--- src/rtl/cussen_decoder.sv ---
// cussen_decoder
// Rebuilds the 9-entry vector produced by the cussen unique-value compressor
// from its dictionary, per-slot pointers and unique-entry count.  Elements are
// emitted one per accepted valid/ready handshake and also written into a
// registered parallel result vector.
//
// Ports
//   clk, rst_n            system clock, async active-low reset
//   start                 frame request, honoured only in IDLE
//   dict1..dict9          dictionary entries 0..8
//   ptr1..ptr9            0-based dictionary index for slots 1..9
//   unique_count          valid dictionary entries (legal 1..9)
//   busy                  frame in progress (DECODE or FINISH)
//   stream_data/idx/valid current element, held while stream_ready is low
//   stream_ready          downstream accepts the current element
//   out1..out9            registered reconstructed vector
//   done                  one-cycle pulse after slot 9 is accepted
//   error                 bad pointer or count seen in the last frame
//
// state    | meaning
// S_IDLE   | waiting for start; captured frame registers hold
// S_DECODE | presenting slot r_idx on the stream until accepted
// S_FINISH | single cycle: done pulse, error published
module cussen_decoder #(
   parameter int DATA_W = 8,
   parameter int PTR_W  = 4
) (
   input  logic              clk,
   input  logic              rst_n,
   input  logic              start,
   input  logic [DATA_W-1:0] dict1, dict2, dict3, dict4, dict5, dict6, dict7, dict8, dict9,
   input  logic [PTR_W-1:0]  ptr1, ptr2, ptr3, ptr4, ptr5, ptr6, ptr7, ptr8, ptr9,
   input  logic [PTR_W-1:0]  unique_count,
   output logic              busy,
   output logic [DATA_W-1:0] stream_data,
   output logic [PTR_W-1:0]  stream_idx,
   output logic              stream_valid,
   input  logic              stream_ready,
   output logic [DATA_W-1:0] out1, out2, out3, out4, out5, out6, out7, out8, out9,
   output logic              done,
   output logic              error
);

   typedef enum logic [1:0] {S_IDLE, S_DECODE, S_FINISH} state_t;

   state_t            r_state, w_next;
   logic [DATA_W-1:0] r_dict [9];
   logic [PTR_W-1:0]  r_ptr  [9];
   logic [DATA_W-1:0] r_out  [9];
   logic [PTR_W-1:0]  r_cnt;
   logic [PTR_W-1:0]  r_idx;
   logic              r_err;
   logic              r_error;

   logic [DATA_W-1:0] w_dict_in [9];
   logic [PTR_W-1:0]  w_ptr_in  [9];
   logic [PTR_W-1:0]  w_ptr;
   logic [DATA_W-1:0] w_sel;
   logic              w_cnt_ok, w_bad, w_accept, w_last, w_capture;

   assign w_dict_in = '{dict1, dict2, dict3, dict4, dict5, dict6, dict7, dict8, dict9};
   assign w_ptr_in  = '{ptr1, ptr2, ptr3, ptr4, ptr5, ptr6, ptr7, ptr8, ptr9};

   // Mux-by-compare keeps every lookup in range even for 4-bit pointers > 8.
   always_comb begin
      w_ptr = '0;
      for (int i = 0; i < 9; i++)
         if (r_idx == PTR_W'(i)) w_ptr = r_ptr[i];
      w_sel = '0;
      for (int i = 0; i < 9; i++)
         if (w_ptr == PTR_W'(i)) w_sel = r_dict[i];
   end

   assign w_cnt_ok  = (r_cnt != '0) && (r_cnt <= PTR_W'(9));
   assign w_bad     = !w_cnt_ok || (w_ptr >= r_cnt);
   assign w_capture = (r_state == S_IDLE) && start;
   assign w_accept  = (r_state == S_DECODE) && stream_ready;
   assign w_last    = (r_idx == PTR_W'(8));

   always_comb begin
      w_next = r_state;
      case (r_state)
         S_IDLE:   if (start) w_next = S_DECODE;
         S_DECODE: if (stream_ready && w_last) w_next = S_FINISH;
         S_FINISH: w_next = S_IDLE;
         default:  w_next = S_IDLE;
      endcase
   end

   always_ff @(posedge clk or negedge rst_n) begin
      if (!rst_n) r_state <= S_IDLE;
      else        r_state <= w_next;
   end

   always_ff @(posedge clk or negedge rst_n) begin
      if (!rst_n) begin
         for (int i = 0; i < 9; i++) begin
            r_dict[i] <= '0;
            r_ptr[i]  <= '0;
            r_out[i]  <= '0;
         end
         r_cnt   <= '0;
         r_idx   <= '0;
         r_err   <= 1'b0;
         r_error <= 1'b0;
      end else begin
         if (w_capture) begin
            for (int i = 0; i < 9; i++) begin
               r_dict[i] <= w_dict_in[i];
               r_ptr[i]  <= w_ptr_in[i];
            end
            r_cnt   <= unique_count;
            r_idx   <= '0;
            r_err   <= 1'b0;
            r_error <= 1'b0;
         end
         if (w_accept) begin
            for (int i = 0; i < 9; i++)
               if (r_idx == PTR_W'(i)) r_out[i] <= stream_data;
            r_idx <= r_idx + 1'b1;
            r_err <= r_err | w_bad;
            // Publish on the last acceptance so error is already valid with done.
            if (w_last) r_error <= r_err | w_bad;
         end
      end
   end

   assign busy         = (r_state != S_IDLE);
   assign stream_valid = (r_state == S_DECODE);
   assign stream_idx   = stream_valid ? r_idx : '0;
   assign stream_data  = (stream_valid && !w_bad) ? w_sel : '0;
   assign done         = (r_state == S_FINISH);
   assign error        = r_error;

   assign out1 = r_out[0];
   assign out2 = r_out[1];
   assign out3 = r_out[2];
   assign out4 = r_out[3];
   assign out5 = r_out[4];
   assign out6 = r_out[5];
   assign out7 = r_out[6];
   assign out8 = r_out[7];
   assign out9 = r_out[8];

endmodule

--- config.mk ---
export PLATFORM = sky130hd
export DESIGN_NAME = cussen_decoder
export DESIGN_NICKNAME = d
export VERILOG_FILES = /design/src/rtl/cussen_decoder.sv
export SDC_FILE = /design/constraint.sdc
export NUM_CORES = 1
export LEC_CHECK = 0
export CAP_MARGIN = 10
export CELL_PAD_IN_SITES_DETAIL_PLACEMENT = 1
export CELL_PAD_IN_SITES_GLOBAL_PLACEMENT = 1
export CORE_MARGIN = 2
export CORE_UTILIZATION = 35
export DETAILED_ROUTE_END_ITERATION = 10
export PLACE_DENSITY_LB_ADDON = 0.08
export SYNTH_ARGS = -nofsm -noshare
export SYNTH_HDL_FRONTEND = slang
export SYNTH_SLANG_ARGS = --single-unit
export TNS_END_PERCENT = 100
--- constraint.sdc ---
create_clock -name clk -period 5.3 [get_ports clk]
set_input_delay 0.795 -clock clk [delete_from_list [all_inputs] [get_ports clk]]
set_output_delay 0.795 -clock clk [all_outputs]
set_load 0.05 [all_outputs]
==> impl_metrics.toml, run 1 <==
[run_status]
outcome = "finished clean"

[critical_path]
path_class = "register to output port"
setup.worst_path.start_class = "register"
crit_arrival_ps = 4220
cp_max_fo = 16
worstSetupEndpointType = "output port"
critPathRequiredTime_ps = 4510

[routing]
drtIter0Drc = 265
postRouteAntennaNets = 0
avgRoutedWirePerCell_um = 20.1
drc = 0
viasPerCell = 5.23
drt_pass1_iterations = 4
wirelength_mm = 26.2
vias = 6803

[layout]
nets = 1082
n_fill_cell = 2659
final_cell_area_sq_um = 12000
biggestRegsByFlops = "r_dict: 72 flops, r_ptr: 36 flops"
syn_to_final_growth_pct = 34.7
register_area_sq_um = 4800
largest_register_ffs = 72
layout-drive-gt1-share_pct = 22.1
multiInputGateArea_sq_um = 3860
top_register = "r_dict"
layout.cells.non_filler = 1302

[placed_design]
dp.cells = 1267
hpwl_mm = 19.6
gp_congestion = 0.822
placed_cell_area_sq_um = 11400
pre_cts_slack_ps = 367
port_buffers = 203

[yosys]
synthTopCellsByArea = "dfrtp_1 (54%), mux2_2 (14%), nand2_1 (4.1%), o21ai_0 (3.1%), mux2i_1 (2.4%)"
synth.distinct_cells = 61
synth_common_cells = "dfrtp_1 (192), mux2_2 (112), nand2_1 (98), o21ai_0 (55), nor2_1 (30)"
syn_nets = 881
syn_avg_cell_area_sq_um = 11.8
yosysWarnings = 0
synth-edff-count = 0
yosysMostFrequentCell = "dfrtp_1"
synth_async_sr_flop_share_pct = 100
synth_ff_type = "dfrtp_1"
netlist_area_sq_um = 8930
post-synth-top-area-cell = "dfrtp_1"
synthCells = 757
ys_seq_elements = 192
ys_seq_area_share_pct = 53.8
synth_top_area_share_pct = 53.8

[sta]
finalSetupViolations = 0
worst_pin_slew_ps = 921
min_period_ps = 5010
whs_ps = 455
maxSlewViolCount = 0
hold_violations = 0
clock_skew_ps = 11.6
fin_crit_sh_pct = 94.6
fmax_ghz = 0.199
fin_ws_ps = 287
slew_headroom_pct = 38.6

[clocking]
clock_sinks = 192
cts.path.max_buffers = 2
hold_buffers = 0
cts_tree = "done"
clk_latency_ps = 430
cts-htree-levels = 4
cts_buffers = 17
clk_pin_slew_ps = 80
root_buffer = "clkbuf_16"

[worst_hold_path]
hp-class = "primary input to async pin"

[die]
dieHeight_um = 164
core_area_sq_um = 25100
die-area_sq_um = 26800
fp-row-count = 58
start_util_pct = 35.6
die-width_um = 164
ioPinCount = 204

[grt]
grtUsageTotal_pct = 19.9
grt_pass1_wl_mm = 40.9
grt_start_max_net_pins = 109
first_global_vias = 7192
antenna_found_initial = 0
overflow = 0

[job]
cap_violations = 0
cells by family after synthesis:
| group | synth area share [%] |
|---|---|
| mux | 16.5 |
| fa+ha+maj | 1.12 |
| simple gates | 9.50 |
| compound gates | 15.8 |
| flops | 53.8 |
| buf+inv | 3.35 |
per-stage QoR:
stage                     util (%)  setup TNS [ps]
final                         47.9               0
after global placement        45.4               0
after floorplan                  -               0
after detailed placement      45.4               0
after CTS                     47.8               0
after global routing          47.9          -0.728
layout make-up:
type	count	share of cell area [%]
sequential	192	39.9
multi-input combinational	500	32.1
timing repair buffer	227	19.1
clock buffer	20	3.71
tap	330	3.43
clock inverter	12	1.01
inverter	20	0.624
antenna	1	0.0208
cells in the final DEF, fill, tap and decap left out, types with 6 or more instances in the layout:
cell / n
clkdlybuf4s50_1: 194
dfrtp_1: 192
mux2_2: 112
nand2_1: 97
o21ai_0: 55
nor2_1: 29
buf_4: 23
mux2i_1: 21
inv_1: 17
clkbuf_16: 17
o31ai_2: 16
a21oi_1: 14
o31ai_1: 11
nand3b_1: 10
nand3_1: 10
a22oi_1: 10
and2_1: 9
o221ai_1: 8
o2111ai_1: 8
buf_12: 8
o21a_1: 7
o21ai_1: 6
a221oi_4: 6
metal layers:
layer / global-route usage [%] / wire length [um]
met5: 0 / 0
met4: 5.86 / 383
met3: 3.38 / 1130
met2: 33.4 / 12800
met1: 26.5 / 11800
repair_timing:
action,in CTS,in global routing
pin swaps,0,1
endpoints found under the hold margin,0,0
setup buffers,0,2
endpoints found under the setup margin,5,8
resized for setup,2,5
path summary, 6_finish.rpt:
path / startpoint / endpoint / slack [ps] / cells past startpoint
worst max-delay path: r_idx[0] / stream_data[1] / 290 / 15
worst min-delay path: rst_n / out7[6] / 460 / 1
worst max register to register: r_idx[0] / out1[0] / 1230 / 17
worst min register to register: out2[2] / out2[2] / 480 / 2
max in group asynchronous: rst_n / r_ptr[27] / 3700 / 2
min in group clk: out2[2] / out2[2] / 480 / 2
worst max-delay path, stage by stage, from the launching register on:
cell and delay [ps]:
dfrtp_1 490, ha_1 250, buf_4 230, or4bb_1 500, o211ai_1 120, or3_1 190
and2_1 160, inv_1 60, ha_1 260, nand2b_1 140, a21o_1 170, a21o_1 190
a21oi_1 200, nand2_2 100, o31ai_1 530, buf_12 210
Power of run 1 is not shown: default switching activity piles up to over one toggle a cycle in this logic, so the estimate is an artifact.
==> run 2, diff against run 1 <==
--- a/config.mk
+++ b/config.mk
@@ -8,7 +8,7 @@
 export CAP_MARGIN = 10
 export CELL_PAD_IN_SITES_DETAIL_PLACEMENT = 1
 export CELL_PAD_IN_SITES_GLOBAL_PLACEMENT = 1
-export CORE_MARGIN = 2
+export CORE_MARGIN = 3
 export CORE_UTILIZATION = 35
 export DETAILED_ROUTE_END_ITERATION = 10
 export PLACE_DENSITY_LB_ADDON = 0.08
==> constraint.sdc (replaced) <==
create_clock -name clk -period 6.08 [get_ports clk]
set_input_delay 0.912 -clock clk [delete_from_list [all_inputs] [get_ports clk]]
set_output_delay 0.912 -clock clk [all_outputs]
set_load 0.05 [all_outputs]
==> run 2 against run 1 <==
Via count is 0.94% lower; die area is 2.5% higher; highest routed layer unchanged; critical path type unchanged; sequential share of layout area is 0.39 points higher; non-clock buffer count is 12 lower; global-route usage is 0.46 points lower; wire length is 2.4% higher; flip-flop and latch count stayed put; clock-buffer cell count is 3 lower; critical path depth is 1 lower.
==> impl_metrics.toml, run 2 (same netlist as run 1, synthesis figures left out) <==
[run_status]
outcome = "finished clean"

[grt]
grt_pass1_wl_mm = 42.3
grt_start_max_net_pins = 97
overflow = 0
grtUsageTotal_pct = 19.4
first_global_vias = 7518
antenna_found_initial = 0

[critical_path]
setup.worst_path.start_class = "register"
reg2reg_from = "r_idx[1]"
max_stage_delay_ps = 540
path_class = "register to output port"
reg2reg_slack_ps = 1450
critPathRequiredTime_ps = 5170
crit_arrival_ps = 4770
worstPathCellList = "inv_1 -> ha_1 -> nand3b_1 -> a221o_1 -> a211o_1 -> and2_1 -> inv_2 -> ha_1 -> a21o_1 -> a21oi_1 -> and2_1 -> o221ai_1 -> a31oi_1 -> buf_12"
r2r-end = "out5[0]"
cp_max_fo = 15
slowest_stage = "ha_1"
rr_worst_depth = 15
worstSetupEndpointType = "output port"

[routing]
viasPerCell = 5.26
dr_wl_met2_mm = 13.5
postRouteAntennaNets = 0
routed.top_layer = "met4"
wl_met3_mm = 1.01
vias = 6739
drc = 0
avgRoutedWirePerCell_um = 20.9
routedLengthMet1_mm = 11.7
wirelength_mm = 26.8
drt_pass1_iterations = 5
drtIter0Drc = 373

[layout]
nets = 1070
layout-drive-gt1-share_pct = 21.1
largest_register_ffs = 72
syn_to_final_growth_pct = 33.4
layout_common_cells = "clkdlybuf4s50_1 (194), dfrtp_1 (192), mux2_2 (112), nand2_1 (97), o21ai_0 (55)"
antenna_cells = 0
final_common_cell = "clkdlybuf4s50_1"
utilization_pct = 48.3
top_register = "r_dict"
n_fill_cell = 2617
biggestRegsByFlops = "r_dict: 72 flops, r_ptr: 36 flops"

[clocking]
clk_pin_slew_ps = 70
cts_buffers = 17
hold_buffers = 0
cts.path.max_buffers = 2
clock_sinks = 192
root_buffer = "clkbuf_16"
cts-htree-levels = 4
clk_latency_ps = 440
cts_tree = "done"

[die]
dieHeight_um = 166
fp-row-count = 57
ioPinCount = 204
die-width_um = 166
core_area_sq_um = 24700
die-area_sq_um = 27500
start_util_pct = 36.2

[sta]
maxSlewViolCount = 0
fin_ws_ps = 403
clock_skew_ps = 11.1
tns_ps = 0
hold_violations = 0
fmax_ghz = 0.176
worst_pin_slew_ps = 1150
finalSetupViolations = 0
min_period_ps = 5680
slew_headroom_pct = 22.6
fin_crit_sh_pct = 93.4
grt_setup_unrepaired = "no"

[placed_design]
pre_cts_slack_ps = 707
port_buffers = 203
hpwl_mm = 20.3
gp_congestion = 0.807

[worst_hold_path]
hp-class = "register to register"
holdPathEnd = "out8[3]"
hp-start = "out8[3]"
holdPathStages = 2

[job]
cap_violations = 0
## run 2: cell count changes in the layout (fill, tap and decap cells not counted), sizes merged
cell	change
buf	-12
clkbuf	-3
clkinvlp	+1
diode	-1
bufinv	+1
## run 2: final cells by class
cell class              instances  area [sq um]  area share (%)
well taps                     324           405            3.40
inverters                      20          75.1           0.630
multi-input cells             500          3840            32.3
clock buffers                  17           425            3.57
flip-flops and latches        192          4800            40.3
clock inverters                14           153            1.28
repair buffers                215          2210            18.5
## run 2: timing repair
item,4_1_cts,5_1_grt
buffers inserted,0,0
resized for setup,0,3
endpoints found under the setup margin,0,3
## run 2: routing by layer
metal  GRT usage, %  vias up
met3           3.67       38
met2           33.3      173
met1           25.0     3403
met5              0        -
li1               -     3125
met4           6.18        0
## run 2: how the worst max path moves through the flow
stage	start	end	slack, ps	depth (start not counted)
global placement	r_idx[0]	stream_data[0]	920	14
finish	r_idx[1]	stream_data[0]	400	14
detailed placement	r_idx[0]	stream_data[0]	710	14
CTS	r_idx[0]	stream_data[0]	200	14
global route	r_idx[0]	stream_data[0]	90	14
floorplan	r_idx[0]	stream_data[1]	700	18
## run 2: critical path, delay by kind of cell, from the launching register on
family                     cells  cell delay, ps
and+or+nand+nor                3             750
DFF                            1             460
adders and majority gates      2             820
buffers and inverters          3             590
AOI/OAI and AO/OA              6            1690
## run 2: through the flow
| step | std cells | hold WS [ps] | cell area, sq um |
|---|---|---|---|
| floorplan | 757 | 457 | 8930 |
| global placement | 1251 | 462 | 11300 |
| detailed placement | 1251 | 473 | 11300 |
| CTS | 1282 | 489 | 11900 |
| global route | 1282 | 512 | 11900 |
| finish | 1282 | 484 | 11900 |
Power of run 2 is left out for the same reason.
==> run 3, diff against run 2 <==
--- a/config.mk
+++ b/config.mk
@@ -11,6 +11,7 @@
 export CORE_MARGIN = 3
 export CORE_UTILIZATION = 35
 export DETAILED_ROUTE_END_ITERATION = 10
+export GPL_ROUTABILITY_DRIVEN = 0
 export PLACE_DENSITY_LB_ADDON = 0.08
 export SYNTH_ARGS = -nofsm -noshare
 export SYNTH_HDL_FRONTEND = slang
==> results of run 3 <==
Same layout as run 2: the final DEF is identical, and so are final timing and power.
Power of run 3 is left out for the same reason.
